## src/rtl/pc_sequencer_if.sv

```systemverilog
// pc_sequencer_if: control inputs and status outputs of the PC sequencer
interface pc_sequencer_if #(parameter int XLEN = 64);
    logic            PC_write;
    logic            PCSrc;
    logic [XLEN-1:0] pc_branch;
    logic            trap_req;
    logic [XLEN-1:0] trap_vec;
    logic [XLEN-1:0] pc_out;
    logic            pc_valid;
    logic            redirect;
    logic            done;
    logic            err;
    logic [XLEN-1:0] err_addr;
    logic [31:0]     fetch_cnt;
    logic [31:0]     stall_cnt;
    modport master (
        output PC_write, PCSrc, pc_branch, trap_req, trap_vec,
        input  pc_out, pc_valid, redirect, done, err, err_addr, fetch_cnt, stall_cnt
    );
    modport slave (
        input  PC_write, PCSrc, pc_branch, trap_req, trap_vec,
        output pc_out, pc_valid, redirect, done, err, err_addr, fetch_cnt, stall_cnt
    );
endinterface

```

## src/rtl/pc_sequencer.sv

```systemverilog
// pc_sequencer: fetch PC generator with stall, pending redirect, trap, end and error handling
module pc_sequencer #(
    parameter int              XLEN         = 64,
    parameter logic [XLEN-1:0] RESET_VECTOR = '0,
    parameter logic [XLEN-1:0] PC_LIMIT     = 'h200,
    parameter logic [XLEN-1:0] STEP         = 4,
    parameter int              ALIGN_BITS   = 2
) (
    input logic          clk,
    input logic          rst,
    pc_sequencer_if.slave bus
);
    typedef enum logic [1:0] {BOOT, RUN, DONE, ERR} state_t;
    localparam logic [XLEN-1:0] MASK = (XLEN'(1) << ALIGN_BITS) - XLEN'(1);
    localparam logic [XLEN-1:0] LAST = PC_LIMIT - STEP;
    state_t          state, state_n;
    logic            pend_v, pend_v_n;
    logic [XLEN-1:0] pend_a, pend_a_n;
    logic [XLEN-1:0] pc_n, err_addr_n, tgt;
    logic            err_n, redirect_n, fetch_inc, stall_inc, take;
    function automatic logic legal(input logic [XLEN-1:0] a);
        return ((a & MASK) == '0) && (a < PC_LIMIT);
    endfunction
    // next-state, next-PC and pending-redirect selection; trap beats branch beats sequential
    always_comb begin
        state_n    = state;
        pc_n       = bus.pc_out;
        pend_v_n   = pend_v;
        pend_a_n   = pend_a;
        err_n      = bus.err;
        err_addr_n = bus.err_addr;
        redirect_n = 1'b0;
        fetch_inc  = 1'b0;
        stall_inc  = 1'b0;
        take       = bus.trap_req || (bus.PC_write && (bus.PCSrc || pend_v));
        tgt        = bus.trap_req ? bus.trap_vec : (bus.PCSrc ? bus.pc_branch : pend_a);
        case (state)
            BOOT: state_n = RUN;
            RUN: begin
                if (take) begin
                    pend_v_n = 1'b0;
                    if (legal(tgt)) begin
                        pc_n       = tgt;
                        redirect_n = 1'b1;
                        fetch_inc  = 1'b1;
                    end else begin
                        err_n      = 1'b1;
                        err_addr_n = tgt;
                        state_n    = ERR;
                    end
                end else if (bus.PC_write) begin
                    if (bus.pc_out >= LAST) state_n = DONE;
                    else begin
                        pc_n      = bus.pc_out + STEP;
                        fetch_inc = 1'b1;
                    end
                end else begin
                    stall_inc = 1'b1;
                    if (bus.PCSrc) begin
                        pend_v_n = 1'b1;
                        pend_a_n = bus.pc_branch;
                    end
                end
            end
            ERR: begin
                if (bus.trap_req && legal(bus.trap_vec)) begin
                    pc_n       = bus.trap_vec;
                    redirect_n = 1'b1;
                    err_n      = 1'b0;
                    state_n    = RUN;
                end else if (bus.trap_req) err_addr_n = bus.trap_vec;
            end
            default: ;
        endcase
    end
    // state and registered outputs; counters saturate at all-ones
    always_ff @(posedge clk or negedge rst) begin
        if (!rst) begin
            state         <= BOOT;
            pend_v        <= 1'b0;
            pend_a        <= '0;
            bus.pc_out    <= RESET_VECTOR;
            bus.pc_valid  <= 1'b0;
            bus.redirect  <= 1'b0;
            bus.done      <= 1'b0;
            bus.err       <= 1'b0;
            bus.err_addr  <= '0;
            bus.fetch_cnt <= '0;
            bus.stall_cnt <= '0;
        end else begin
            state         <= state_n;
            pend_v        <= pend_v_n;
            pend_a        <= pend_a_n;
            bus.pc_out    <= pc_n;
            bus.pc_valid  <= state_n == RUN;
            bus.redirect  <= redirect_n;
            bus.done      <= state_n == DONE;
            bus.err       <= err_n;
            bus.err_addr  <= err_addr_n;
            bus.fetch_cnt <= bus.fetch_cnt + 32'(fetch_inc && bus.fetch_cnt != '1);
            bus.stall_cnt <= bus.stall_cnt + 32'(stall_inc && bus.stall_cnt != '1);
        end
    end
endmodule

```

## src/flat_wrapper.sv

```systemverilog
// flat-port wrapper written by rule: the top's interface ports become plain ports
module pc_sequencer_flat 
#(
    parameter int              XLEN         = 64,
    parameter logic [XLEN-1:0] RESET_VECTOR = '0,
    parameter logic [XLEN-1:0] PC_LIMIT     = 'h200,
    parameter logic [XLEN-1:0] STEP         = 4,
    parameter int              ALIGN_BITS   = 2
)
  (clk, rst, bus_PC_write, bus_PCSrc, bus_pc_branch, bus_trap_req, bus_trap_vec, bus_pc_out, bus_pc_valid, bus_redirect, bus_done, bus_err, bus_err_addr, bus_fetch_cnt, bus_stall_cnt);
  pc_sequencer_if #(.XLEN(XLEN)) bus_i ();
  input logic clk;
  input logic rst;
  input wire logic [$bits(bus_i.PC_write)-1:0] bus_PC_write;
  input wire logic [$bits(bus_i.PCSrc)-1:0] bus_PCSrc;
  input wire logic [$bits(bus_i.pc_branch)-1:0] bus_pc_branch;
  input wire logic [$bits(bus_i.trap_req)-1:0] bus_trap_req;
  input wire logic [$bits(bus_i.trap_vec)-1:0] bus_trap_vec;
  output wire logic [$bits(bus_i.pc_out)-1:0] bus_pc_out;
  output wire logic [$bits(bus_i.pc_valid)-1:0] bus_pc_valid;
  output wire logic [$bits(bus_i.redirect)-1:0] bus_redirect;
  output wire logic [$bits(bus_i.done)-1:0] bus_done;
  output wire logic [$bits(bus_i.err)-1:0] bus_err;
  output wire logic [$bits(bus_i.err_addr)-1:0] bus_err_addr;
  output wire logic [$bits(bus_i.fetch_cnt)-1:0] bus_fetch_cnt;
  output wire logic [$bits(bus_i.stall_cnt)-1:0] bus_stall_cnt;
  assign bus_i.PC_write = bus_PC_write;
  assign bus_i.PCSrc = bus_PCSrc;
  assign bus_i.pc_branch = bus_pc_branch;
  assign bus_i.trap_req = bus_trap_req;
  assign bus_i.trap_vec = bus_trap_vec;
  assign bus_pc_out = bus_i.pc_out;
  assign bus_pc_valid = bus_i.pc_valid;
  assign bus_redirect = bus_i.redirect;
  assign bus_done = bus_i.done;
  assign bus_err = bus_i.err;
  assign bus_err_addr = bus_i.err_addr;
  assign bus_fetch_cnt = bus_i.fetch_cnt;
  assign bus_stall_cnt = bus_i.stall_cnt;
  pc_sequencer #(.XLEN(XLEN), .RESET_VECTOR(RESET_VECTOR), .PC_LIMIT(PC_LIMIT), .STEP(STEP), .ALIGN_BITS(ALIGN_BITS)) u_core (.clk(clk), .rst(rst), .bus(bus_i));
endmodule
```

## config.mk

```make
export PLATFORM = sky130hd
export DESIGN_NAME = pc_sequencer_flat
export DESIGN_NICKNAME = d
export VERILOG_FILES = /design/src/rtl/pc_sequencer_if.sv /design/src/rtl/pc_sequencer.sv /design/src/flat_wrapper.sv
export SDC_FILE = /design/constraint.sdc
export NUM_CORES = 1
export LEC_CHECK = 0
export CAP_MARGIN = 40
export CORE_UTILIZATION = 42
export CTS_CLUSTER_SIZE = 40
export DETAILED_ROUTE_END_ITERATION = 10
export PLACE_DENSITY = 0.7
export SKIP_LAST_GASP = 1
export SYNTH_ARGS = -nofsm -noshare
export SYNTH_HDL_FRONTEND = slang
export SYNTH_SLANG_ARGS = --single-unit
```

## constraint.sdc

```tcl
create_clock -name clk -period 4.2 [get_ports clk]
set_input_delay 0.42 -clock clk [delete_from_list [all_inputs] [get_ports clk]]
set_output_delay 0.42 -clock clk [all_outputs]
set_load 0.03 [all_outputs]
```

==> impl_metrics.yaml <==
sta:
  hold_viol: 0
  finalClockSkew_ns: 0.00980
  tightest_slew_ns: 1.01
  fin_tns_setup_ns: 0
  setup_violations: 0
  whs_ns: 0.461
  min_period_ns: 3.66
  rsz0062_at_grt: "no"
  drv_slew: 0
  relSlewSlack: 0.325
  fmax_mhz: 273
  finalCritPeriodShare: 0.872
pwr:
  leakage_uw: 0.00804
  power_density_nw_per_um2: 524
  fin_total_pwr_uw: 9460
  ir_drop_uv: 318
synth:
  seq_area_frac_synth: 0.502
  yosysTopAreaCellShare: 0.502
  yosysWarnings: 0
  synth_ff_type: "dfrtp_1"
  syn_avg_cell_area_um2: 11.4
  syn_nets: 1284
  yosysTopAreaCell: "dfrtp_1"
  synth.cell_area_um2: 13100
  ys_types: 54
  netlist_top_cells_count: "263 x dfrtp_1, 106 x mux2_2, 88 x nand2_1"
  ys_top_cells_by_area: "dfrtp_1 50%, mux2_2 9.1%, mux2_4 6.2%, mux2i_1 5.5%, and2_1 2.7%"
  async_reset_ff_frac: 1.00
  synth.most_common_cell: "dfrtp_1"
  ys_ff_latch: 263
  netlist_instances: 1146
  synth_edf_count: 0
layout:
  fillCellCount: 2579
  multi_input_area_um2: 6230
  seqCellArea_um2: 6580
  area_growth_pct: 37.6
  final_cells: 1914
  num-nets-final: 1635
  layout-drive-gt1-share: 0.173
  stdcell_area_um2: 18000
clocking:
  clk_pin_slew_ns: 0.06
  cts_sinks: 263
  cts-root-buf: "clkbuf_16"
  cts_hold_buf: 1
  cts_tree: "done"
  clk_latency_ns: 0.55
  cts_resized: 0
  post_cts_buffers: 0
  cts_buffers: 29
  clockBufferDepth: 3
  h-tree-depth: 1
floorplanning:
  io_pins: 329
  start_util: 0.427
  rows: 64
  die_y_um: 179
  die_x_um: 179
  die-area_um2: 31900
  core_area_um2: 30700
placed_design:
  port_buffers: 328
  place_area_um2: 17100
  gp_congestion: 0.916
  place_inst: 1861
  dp_hpwl_um: 30400
global_route:
  grt_start_max_net_pins: 122
  grt.overflow.total: 0
  grt_pass1_vias: 10648
  antenna_found_initial: 3
  grt_pass1_wl_um: 61600
  grt_usage: 0.253
worst_setup_path:
  cp-end-kind: "flop"
  worstPathArrival_ns: 4.14
  path_class: "input pin to flop"
  critPathLaunchType: "input pin"
  worstPathMaxFanout: 26
  required_ns: 4.68
detailed_routing:
  vias: 10389
  drtIter0Drc: 781
  firstDrtPassIters: 5
  wl_per_cell_um: 21.4
  drc: 0
  drt-total-wl_um: 41000
  ant_nets: 0
  viasPerCell: 5.43
outcome:
  outcome: "finished, final reports clean"
run:
  max-cap-violations: 0
min_path:
  min_path_type: "input pin to flop"
==> path summary, 6_finish.rpt <==
kind,cells past startpoint,slack [ns],endpoint,startpoint
min in group asynchronous,2,0.49,u_core.bus.err_addr[52]$_DFFE_PN0P_,rst
min reg2reg,1,0.49,u_core.bus.err$_DFFE_PN0P_,u_core.bus.err$_DFFE_PN0P_
min,4,0.46,u_core.pend_v$_DFFE_PN0P_,bus_PCSrc
max in group asynchronous,3,2.63,u_core.bus.pc_out[53]$_DFFE_PN0P_,rst
max reg2reg,15,0.59,u_core.bus.fetch_cnt[31]$_DFF_PN0_,u_core.pend_a[16]$_DFFE_PN0P_
max,17,0.54,u_core.bus.fetch_cnt[31]$_DFF_PN0_,bus_trap_req
==> registers in the layout (all words and copies together), names as in the netlist <==
name / count
u_core.bus.done: 1
u_core.bus.err: 1
u_core.bus.err_addr: 64
u_core.bus.fetch_cnt: 32
u_core.bus.pc_out: 64
u_core.bus.pc_valid: 1
u_core.bus.redirect: 1
u_core.bus.stall_cnt: 32
u_core.pend_a: 64
u_core.pend_v: 1
u_core.state: 2
==> through the flow <==
| stage | utilization | worst slack, ns |
|---|---|---|
| floorplan | - | 0.436 |
| global placement | 0.555 | 0.0542 |
| detailed placement | 0.556 | 0.0134 |
| CTS | 0.588 | 0.562 |
| global route | 0.588 | 0.178 |
| finish | 0.588 | 0.539 |
==> where the power goes <==
group	switching (uW)	total, uW	internal (uW)
sequential	436	3550	3110
combinational	1750	3330	1580
clock	1030	2580	1550
==> final cells by class <==
class,count,share of cell area
repair buffers,371,0.205
diodes,2,0.000278
clock buffers,41,0.0461
clock inverters,9,0.00715
well taps,396,0.0275
multi-input cells,817,0.346
inverters,15,0.00312
flip-flops and latches,263,0.365
==> cells by family (layout without fill, tap and decap cells) <==
kind of cell / after synthesis / after routing / share of synthesized area
mux: 242 / 242 / 0.216
other cells: 0 / 2 / 0
flops: 263 / 263 / 0.502
xor+xnor: 62 / 62 / 0.0414
fa+ha+maj: 5 / 5 / 0.00477
compound gates: 116 / 116 / 0.0526
buf+inv: 66 / 436 / 0.0260
simple gates: 392 / 392 / 0.157
==> layer usage <==
metal,global-route usage,wire length [um],vias up
li1,-,-,4829
met3,0.0662,3360,86
met1,0.328,17300,5089
met4,0.0791,1360,2
met2,0.414,18900,383
met5,0,17,-
==> layout by cell type, fill, tap and decap left out, drive strengths merged, types with 13 or more instances in the layout <==
cell type      Yosys  final
nor2              60     60
and3              13     13
clkbuf            28     41
nand4             42     42
buf               23     44
a21oi             34     34
inv               15     16
nand2             89     89
xnor2             39     39
o21ai             53     53
nor4              47     47
nor3              17     17
and2              57     57
dfrtp            263    263
mux2i             72     72
xor2              23     23
nand3             41     41
clkdlybuf4s50      0    326
mux2             170    170
==> critical path: stages <==
cell             delay [ns]
clkdlybuf4s50_1        0.47
inv_2                  0.15
buf_12                 0.22
mux2i_1                0.33
nand4_1                0.19
nor4_2                 0.31
nand2_1                0.12
o21a_1                 0.24
a311oi_1               0.30
ha_1                   0.25
nand4_1                0.11
nor2_1                 0.16
nand4_1                0.13
nor2_1                 0.15
nand3_1                0.15
nor3_1                 0.24
xor2_1                 0.16
Power figures use the tool's default switching activity.
